===== config.mk =====
export PLATFORM = sky130hd
export DESIGN_NAME = prio_rr_arbiter
export DESIGN_NICKNAME = d
export VERILOG_FILES = /design/src/rtl/prio_arb_pkg.sv /design/src/rtl/prio_enc_msb.sv /design/src/rtl/prio_rr_arbiter.sv
export SDC_FILE = /design/constraint.sdc
export NUM_CORES = 1
export LEC_CHECK = 0
export CORE_MARGIN = 10
export CORE_UTILIZATION = 48
export DETAILED_ROUTE_END_ITERATION = 8
export GPL_TIMING_DRIVEN = 0
export PLACE_DENSITY = 0.73
export SYNTH_ARGS = -nofsm -noshare
export SYNTH_HDL_FRONTEND = slang
export SYNTH_SLANG_ARGS = --single-unit
export TNS_END_PERCENT = 20

===== constraint.sdc =====
create_clock -name clk -period 6.2 [get_ports clk]
set_input_delay 0.62 -clock clk [delete_from_list [all_inputs] [get_ports clk]]
set_output_delay 0.62 -clock clk [all_outputs]
set_load 0.005 [all_outputs]

===== src/rtl/prio_arb_pkg.sv =====
// Shared encodings for the priority / round-robin arbiter: FSM states and
// arbitration mode values.
package prio_arb_pkg;

    typedef enum logic {
        IDLE  = 1'b0,
        GRANT = 1'b1
    } arb_state_e;

    typedef enum logic {
        MODE_FIXED = 1'b0,
        MODE_RR    = 1'b1
    } arb_mode_e;

endpackage


===== src/rtl/prio_enc_msb.sv =====
// Combinational MSB-first priority encoder: idx is the highest set bit of req,
// any flags that at least one bit is set.
module prio_enc_msb #(
    parameter  int N = 16,
    localparam int W = $clog2(N)
) (
    input  logic [N-1:0] req,
    output logic [W-1:0] idx,
    output logic         any
);

    always_comb begin
        // NOTE: every output gets a default before the loop so no path leaves
        // it unassigned; otherwise synthesis infers a latch.
        idx = '0;
        any = 1'b0;
        for (int k = 0; k < N; k++) begin
            if (req[k]) begin
                idx = W'(k);
                any = 1'b1;
            end
        end
    end

endmodule


===== src/rtl/prio_rr_arbiter.sv =====
// N-way arbiter with a registered, sticky grant: fixed MSB priority or
// descending round-robin starting at ptr, with back-to-back grants on transfer.
module prio_rr_arbiter
    import prio_arb_pkg::*;
#(
    parameter  int N = 16,
    localparam int W = $clog2(N)
) (
    input  logic         clk,
    input  logic         rst_n,
    input  logic [N-1:0] req_i,
    input  logic         mode_i,
    input  logic         gnt_ready_i,
    output logic         gnt_valid_o,
    output logic [W-1:0] gnt_idx_o,
    output logic [N-1:0] gnt_onehot_o
);

    localparam logic [W-1:0] LAST_IDX = W'(N - 1);
    localparam logic [W:0]   N_WIDE   = (W + 1)'(N);

    arb_state_e   state;
    arb_mode_e    mode;
    logic [W-1:0] ptr;

    logic         transfer;
    logic         arbitrate;
    logic [W-1:0] ptr_dec;
    logic [W-1:0] ptr_eff;
    logic [W-1:0] base;
    logic [W-1:0] off;
    logic [2*N-1:0] req_dbl_shift;
    logic [N-1:0] req_rot;
    logic [W-1:0] enc_idx;
    logic         enc_any;
    logic [W:0]   win_sum;
    logic [W-1:0] win_idx;
    logic [N-1:0] win_onehot;

    assign mode        = arb_mode_e'(mode_i);
    assign gnt_valid_o = (state == GRANT);
    assign transfer    = gnt_valid_o & gnt_ready_i;
    assign arbitrate   = (state == IDLE) | transfer;

    // Serving index k leaves k at lowest priority: the new top is k-1 (mod N).
    assign ptr_dec = (gnt_idx_o == '0) ? LAST_IDX : gnt_idx_o - W'(1);
    assign ptr_eff = (transfer && mode == MODE_RR) ? ptr_dec : ptr;

    // Fixed priority is round-robin with the top pinned at N-1.
    assign base = (mode == MODE_RR) ? ptr_eff : LAST_IDX;

    // Rotate so that req_i[base] lands on the MSB: req_rot[j] = req_i[(j+off) mod N].
    assign off           = (base == LAST_IDX) ? '0 : base + W'(1);
    assign req_dbl_shift = {req_i, req_i} >> off;
    assign req_rot       = req_dbl_shift[N-1:0];

    prio_enc_msb #(
        .N (N)
    ) u_enc (
        .req (req_rot),
        .idx (enc_idx),
        .any (enc_any)
    );

    assign win_sum    = {1'b0, enc_idx} + {1'b0, off};
    assign win_idx    = (win_sum >= N_WIDE) ? W'(win_sum - N_WIDE) : win_sum[W-1:0];
    assign win_onehot = {{(N-1){1'b0}}, 1'b1} << win_idx;

    always_ff @(posedge clk) begin
        // NOTE: state registers use non-blocking assignments so every flop
        // samples pre-edge values regardless of statement order.
        if (!rst_n) begin
            state        <= IDLE;
            ptr          <= LAST_IDX;
            gnt_idx_o    <= '0;
            gnt_onehot_o <= '0;
        end else begin
            if (transfer && mode == MODE_RR) begin
                ptr <= ptr_dec;
            end
            // Without arbitration (GRANT, not accepted) the grant is held as-is.
            if (arbitrate) begin
                if (enc_any) begin
                    state        <= GRANT;
                    gnt_idx_o    <= win_idx;
                    gnt_onehot_o <= win_onehot;
                end else begin
                    state        <= IDLE;
                    gnt_idx_o    <= '0;
                    gnt_onehot_o <= '0;
                end
            end
        end
    end

endmodule

[Word-level counts from Yosys, hierarchy flattened]
Cells that the tools add are included.
Storage, ports and cells
  RAM bits: 0
  memories: 0
  input port bits: 20
  register bits after elaboration: 25
  bits in read-only memories: 0
  bits in latches: 0
  logic and storage cells: 56
Cells by class
  $lt $le $gt $ge: 1
  multipliers: 0
  reduce and logical (&&, ||, !) cells: 2
  equal/unequal tests: 1
  bitwise logic cells: 3
  divide/modulo/power cells: 0
  multiplexer cells: 39
  shift operators: 2
  add/subtract/negate cells: 4
Operators with widths (number)
  $mux 4: 14
  $shr 32x4->16: 1
  $mux 1: 18
  $mux 16: 1
  $shl 1x4->16 const A: 1
  $mux 3: 4
  $sub 4x1->4 const B: 2
  $add 4x4->5: 1
  $ge 5x5->1 const B: 1
  $add 4x1->4 const B: 1
  $eq 4x4->1 const B: 1
  $logic_not 4->1: 1
  $mux 2: 2
  $and 1x1->1: 1
  $logic_and 1x1->1: 1
  $not 1->1: 1
  $or 1x1->1: 1

[Depth between registers and ports, before layout]
  depth in word-level cells: 27
  depth in mapped cells: 24

[Hierarchy]
Synthesis repeated with hierarchy kept, for this count alone.
Second synthesis, totals
  cells, all modules: 225
  area total of the unflattened synthesis: 2157.1 um2
Modules (own cells, without submodules)
  prio_rr_arbiter: cells an instance 196, times used 1, seq. area each 500.5 um2, area each 1995.7 um2
  prio_enc_msb: cells an instance 29, times used 1, seq. area each 0.0 um2, area each 161.4 um2

[Worst setup path before layout]
OpenSTA, ideal clock, no wires.
  path kind: input to register
  start: input port gnt_ready_i
  end: register gnt_onehot_o[11]
  setup time: 0.060 ns
  stages on the path: 20
  path slack: 0.913 ns
  required time: 6.140 ns
  arrival: 5.227 ns
  buffers on the path: 5
  cell sequence: and2_4 -> buf_6 -> o32a_4 -> buf_6 -> buf_6 -> ha_1 -> clkbuf_1 -> buf_1 -> mux2i_1 -> mux2i_1 -> mux2i_1 -> and2_1 -> a21oi_1 -> o21a_1 -> o21a_1 -> mux2_2 -> fa_1 -> nor3_1 -> and3_1 -> a22o_1
On the way
  word-level cells in the longest chain between the ends: 27
  elaborated cells on any way between the ends: 46
RTL lines
  start: declaration: RTL line prio_rr_arbiter.sv:13  | input logic gnt_ready_i,
  $and 1x1->1 *: RTL line prio_rr_arbiter.sv:42  | assign transfer = gnt_valid_o & gnt_ready_i;
  $logic_and 1x1->1: RTL line prio_rr_arbiter.sv:47  | assign ptr_eff = (transfer && mode == MODE_RR) ? ptr_dec : ptr;
  $mux 4
  $mux 4: RTL line prio_rr_arbiter.sv:50  | assign base = (mode == MODE_RR) ? ptr_eff : LAST_IDX;
  $add 4x1->4 or $eq 4x4->1 (tied branches): RTL line prio_rr_arbiter.sv:53  | assign off = (base == LAST_IDX) ? '0 : base + W'(1);
  $mux 4: RTL line prio_rr_arbiter.sv:53
  $shr 32x4->16: RTL line prio_rr_arbiter.sv:54  | assign req_dbl_shift = {req_i, req_i} >> off;
  $mux 1: RTL line prio_enc_msb.sv:18  | if (req[k]) begin
  $mux 2 (2 in a row): RTL line prio_enc_msb.sv:18
  $mux 3 (4 in a row): RTL line prio_enc_msb.sv:18
  $mux 4 (8 in a row): RTL line prio_enc_msb.sv:18
  $add 4x4->5: RTL line prio_rr_arbiter.sv:65  | assign win_sum = {1'b0, enc_idx} + {1'b0, off};
  $sub 4x1->4 or $ge 5x5->1 (tied branches): RTL line prio_rr_arbiter.sv:66  | assign win_idx = (win_sum >= N_WIDE) ? W'(win_sum - N_WIDE) : win_sum[W-1:0];
  $mux 4: RTL line prio_rr_arbiter.sv:66
  $shl 1x4->16: RTL line prio_rr_arbiter.sv:67  | assign win_onehot = {{(N-1){1'b0}}, 1'b1} << win_idx;
  $mux 16: RTL line prio_rr_arbiter.sv:83  | if (enc_any) begin
  end signal: assignment: RTL line prio_rr_arbiter.sv:86  | gnt_onehot_o <= win_onehot;
  end: declaration: RTL line prio_rr_arbiter.sv:16  | output logic [N-1:0] gnt_onehot_o
Every way passes the cells marked *; elsewhere a longest branch is shown, timed or not.
A chain may end at the register's enable or synchronous reset.

[Final worst setup path]
  start: input port gnt_ready_i
  end: register gnt_onehot_o[2]
The elaborated chain is that of the path after synthesis.

==> results by group <==
Detailed routing
  – Final Routed Wirelength: 6610 µm
  – First-pass DRT Iterations: 4
  – Avg Vias per Cell: between 6 and 7
  – 1st-iter DRT viols: between 100 and 150
  – Routed Antenna Nets: 0
  – WL per Instance: ~18 µm
  – # DRC: 0
  – Via Count: approximately 2.3k

Hold path
  – Hold Path Stages: 1
  – Hold WC Path Type: reg -> reg
  – Worst Hold Path EP: gnt_onehot_o[7]$_SDFFE_PN0P_
  – Hold Crit Start: gnt_onehot_o[7]$_SDFFE_PN0P_

Yosys
  – Post-Syn Nets: ~280
  – Ys Warns: 0
  – Mean Syn Cell Area: ~9.5 µm²
  – Top FF cell, synth: dfxtp_1
  – Asr flop ratio synth: 0%
  – FF+latch count, synth: 25
  – Area of the mapped netlist: between 2000 and 2500 µm²
  – Post-synth EDFFs: 0
  – Synth area leaders: dfxtp_1 21%, mux2i_1 16%, mux2_2 5.6%, mux4_2 5.6%, a22o_1 4.4%
  – Synth top area share: just over 20%
  – Cell accounting for the most synthesized area: dfxtp_1
  – Sequential share of the synthesized area: between 20 and 25%
  – Distinct cell type count after synthesis: 64
  – Synthesized instance count: between 200 and 300

Floorplan
  – Initial cell density of the core: about half
  – Core Box Area: between 4000 and 5000 µm²
  – Die width: 90.9 µm
  – Num rows: 25
  – I/O Pins: roughly 40
  – Die ar.: 8270 µm²
  – Die Ht: 90.9 µm

CTS
  – H-tree depth: 1
  – Cts bufs inserted: 3
  – Root Buffer: clkbuf_8
  – Clk slew on worst S/H paths: roughly 0.090 ns
  – Worst skew pair latency: 0.27 ns
  – Clk buf depth: 2
  – CTS sink cnt: 25
  – CTS tree: yes
  – Cts hold-fix bufs: 0

Placed design
  – Input/output buffers: 40
  – GPL Wtd Cong: a little under 0.9
  – Placed inst area: 2900 µm²
  – DPL Wire Length: ~5100 µm

STA
  – Finish-stage setup viols: 0
  – Fmax: 170 MHz
  – Slew @ Worst Pin: between 0.8 and 0.9 ns
  – Total negative slack: 0 ns
  – Final Hold Fails: 0
  – Slew Viols, Final: 0
  – Min Hold Slack: 0.484 ns
  – Tcrit/Tclk final: 94.9%
  – Final worst path period need: around 5.9 ns
  – Max-slew headroom: between 40% and 50%
  – Clock skew: approximately 0.0035 ns

Worst setup path
  – Required @ worst endpoint: about 6.4 ns
  – Arrival @ worst endpoint: ~6.1 ns
  – CP Cell Sequence: clkdlybuf4s50_1 -> and2_4 -> buf_6 -> o32a_4 -> buf_6 -> buf_6 -> ha_2 -> clkbuf_1 -> clkbuf_4 -> mux2i_1 -> mux2i_1 -> mux2i_2 -> and2_1 -> a21oi_1 -> o21a_1 -> o21a_1 -> mux2i_1 -> ha_1 -> a21o_1 -> a21oi_1 -> o21ai_0 -> o32ai_4 -> a32o_1
  – Reg2reg setup slack: slightly above 0.5 ns
  – Top delay family on crit path: compound AO/OA/AOI/OAI gates
  – Slowest-stage cell, CP: clkdlybuf4s50_1
  – Worst Path Buf+Inv: 6
  – Reg-to-reg endpoint: gnt_onehot_o[15]$_SDFFE_PN0P_
  – Startpoint Class: input pin
  – Cell count of the worst reg-to-reg path: 23
  – Worst-path fanout max: 10
  – Critical path class: in -> reg
  – RR Startpoint: gnt_idx_o[0]$_SDFFE_PN0P_
  – Kind of end point of the critical path: flop
  – Max stage delay on crit path: about 0.52 ns

Layout
  – Share of cells above drive strength 1: approximately a fifth
  – NumNets Final: ~330
  – Antenna Cells: 0
  – Layout area overhead: 27.3%
  – Fin util: 64.2%
  – Design area: between 3000 and 4000 µm²

Power
  – Peak supply drop: around 0.18 mV
  – Static Leak: approximately 1.2 nW
  – Pwr dens: between 200 and 300 nW/µm²

Status
  – Run status: complete, no violations

Global routing
  – All-Layer GR Usage: between 10% and 20%
  – First-pass GRT wire length: 11000 µm
  – Initial antenna violation count: 0
  – Remaining Overflow, GRT: 0
  – Vias in the first global route: between 2k and 2.5k
  – Largest net degree at the start of global routing: 16

Flow run
  – Max-cap viol count: 0
worst reg2reg max path, stage by stage (launching register included):
cell	delay, ns
dfxtp_1	0.38
inv_1	0.08
ha_1	0.22
nor3b_1	0.38
o32a_4	0.27
buf_6	0.16
buf_6	0.18
ha_2	0.30
nand4b_1	0.20
mux2i_4	0.13
nor3_4	0.36
clkbuf_4	0.32
mux2i_1	0.15
o31ai_1	0.36
o21ai_0	0.15
a32oi_1	0.17
o22ai_1	0.10
a21oi_1	0.25
ha_1	0.21
inv_1	0.06
fa_1	0.51
nor3_4	0.33
and3_1	0.24
a22o_1	0.13
cell usage in the layout (no fill, tap or decap), types with 7 or more instances in the layout:
cell and count:
mux2_2 12, a22o_1 12, clkdlybuf4s50_1 40, dfxtp_1 25
nor2_1 7, nand2_1 17, o21ai_0 13, inv_1 7
a21oi_1 15, mux2i_1 35
synth_stat cells, types with 2 or more instances:
cell type and n:
nand4_1 3, inv_1 7, clkbuf_1 4, dfxtp_1 25, nand2b_1 3, nor3_1 3, a21oi_1 15, buf_1 2
o22ai_1 6, and3_1 3, o21a_1 3, nand2_1 17, a22o_1 12, a211o_1 2, and2_1 3, o22a_1 4
o21ai_0 13, o21ba_2 2, ha_1 5, a32o_1 4, nand3_1 2, o221ai_1 2, and2b_1 2, o31ai_1 5
nor2_1 7, mux2_2 12, buf_2 2, buf_6 3, o32ai_4 2, mux2i_1 38, mux4_2 6, a21o_1 4
o211ai_1 3
report_power, final:
part           switching (mW)  total (mW)  internal [mW]
Sequential             0.0190       0.200          0.181
Clock                  0.0551       0.101         0.0456
Combinational           0.255       0.491          0.237
Total                   0.329       0.793          0.464
worst max path at each step:
stage,startpoint,to,slack (ns),cells past startpoint
floorplan,gnt_ready_i,gnt_onehot_o[11]$_SDFFE_PN0P_,0.91,20
global placement,gnt_ready_i,gnt_onehot_o[15]$_SDFFE_PN0P_,-0.49,23
detailed placement,gnt_ready_i,gnt_onehot_o[15]$_SDFFE_PN0P_,-0.48,21
CTS,gnt_ready_i,gnt_onehot_o[6]$_SDFFE_PN0P_,0.04,23
global route,gnt_ready_i,gnt_onehot_o[2]$_SDFFE_PN0P_,-0.009,23
finish,gnt_ready_i,gnt_onehot_o[2]$_SDFFE_PN0P_,0.31,23
layer usage:
metal  track usage (%)  share of wire [%]  vias to the layer above
met5                 0                  0                        -
met4              4.70                2.2                        0
met2              24.3                 46                       74
met1              20.5                 46                     1095
met3              2.72                5.2                       11
li1                  -                  -                     1109
sequential cells by signal, indices dropped and copies added, names as in the netlist:
name and flops:
gnt_onehot_o 16, ptr 4, gnt_idx_o 4, gnt_valid_o 1
final cells by class:
type                       count  area, µm²
multi-input combinational    211       1890
fill                         414       1710
sequential                    25        500
timing repair buffer          46        445
tap                           67       83.8
buffer                        11       73.8
clock buffer                   3       41.3
inverter                       8       30.0
clock inverter                 1       7.51
stage by stage:
stage          worst slack [ns]  power [mW]  cells
6_report                  0.315       0.793    372
5_1_grt                -0.00871       0.853    372
4_1_cts                  0.0428       0.761    366
3_5_place_dp             -0.477       0.657    362
3_3_place_gp             -0.492       0.653    362
2_1_floorplan             0.913       0.527    255
cell families after synthesis:
group                      Yosys count  share of synthesized area (%)
AOI/OAI and AO/OA                   87                           28.1
and+or+nand+nor                     58                           14.9
muxes                               57                           27.4
DFF                                 25                           20.7
buffers and inverters               19                           3.99
adders and majority gates            6                           3.42
xor gates and xnor gates             3                           1.40
timing repair:
action,in CTS,in global routing
pin swaps,1,1
gates resized for setup,2,16
setup endpoints to repair,12,18
setup buffers,0,6
gates cloned,0,0
hold endpoints to repair,0,0
Note: power is estimated with default switching activity, not from simulation.
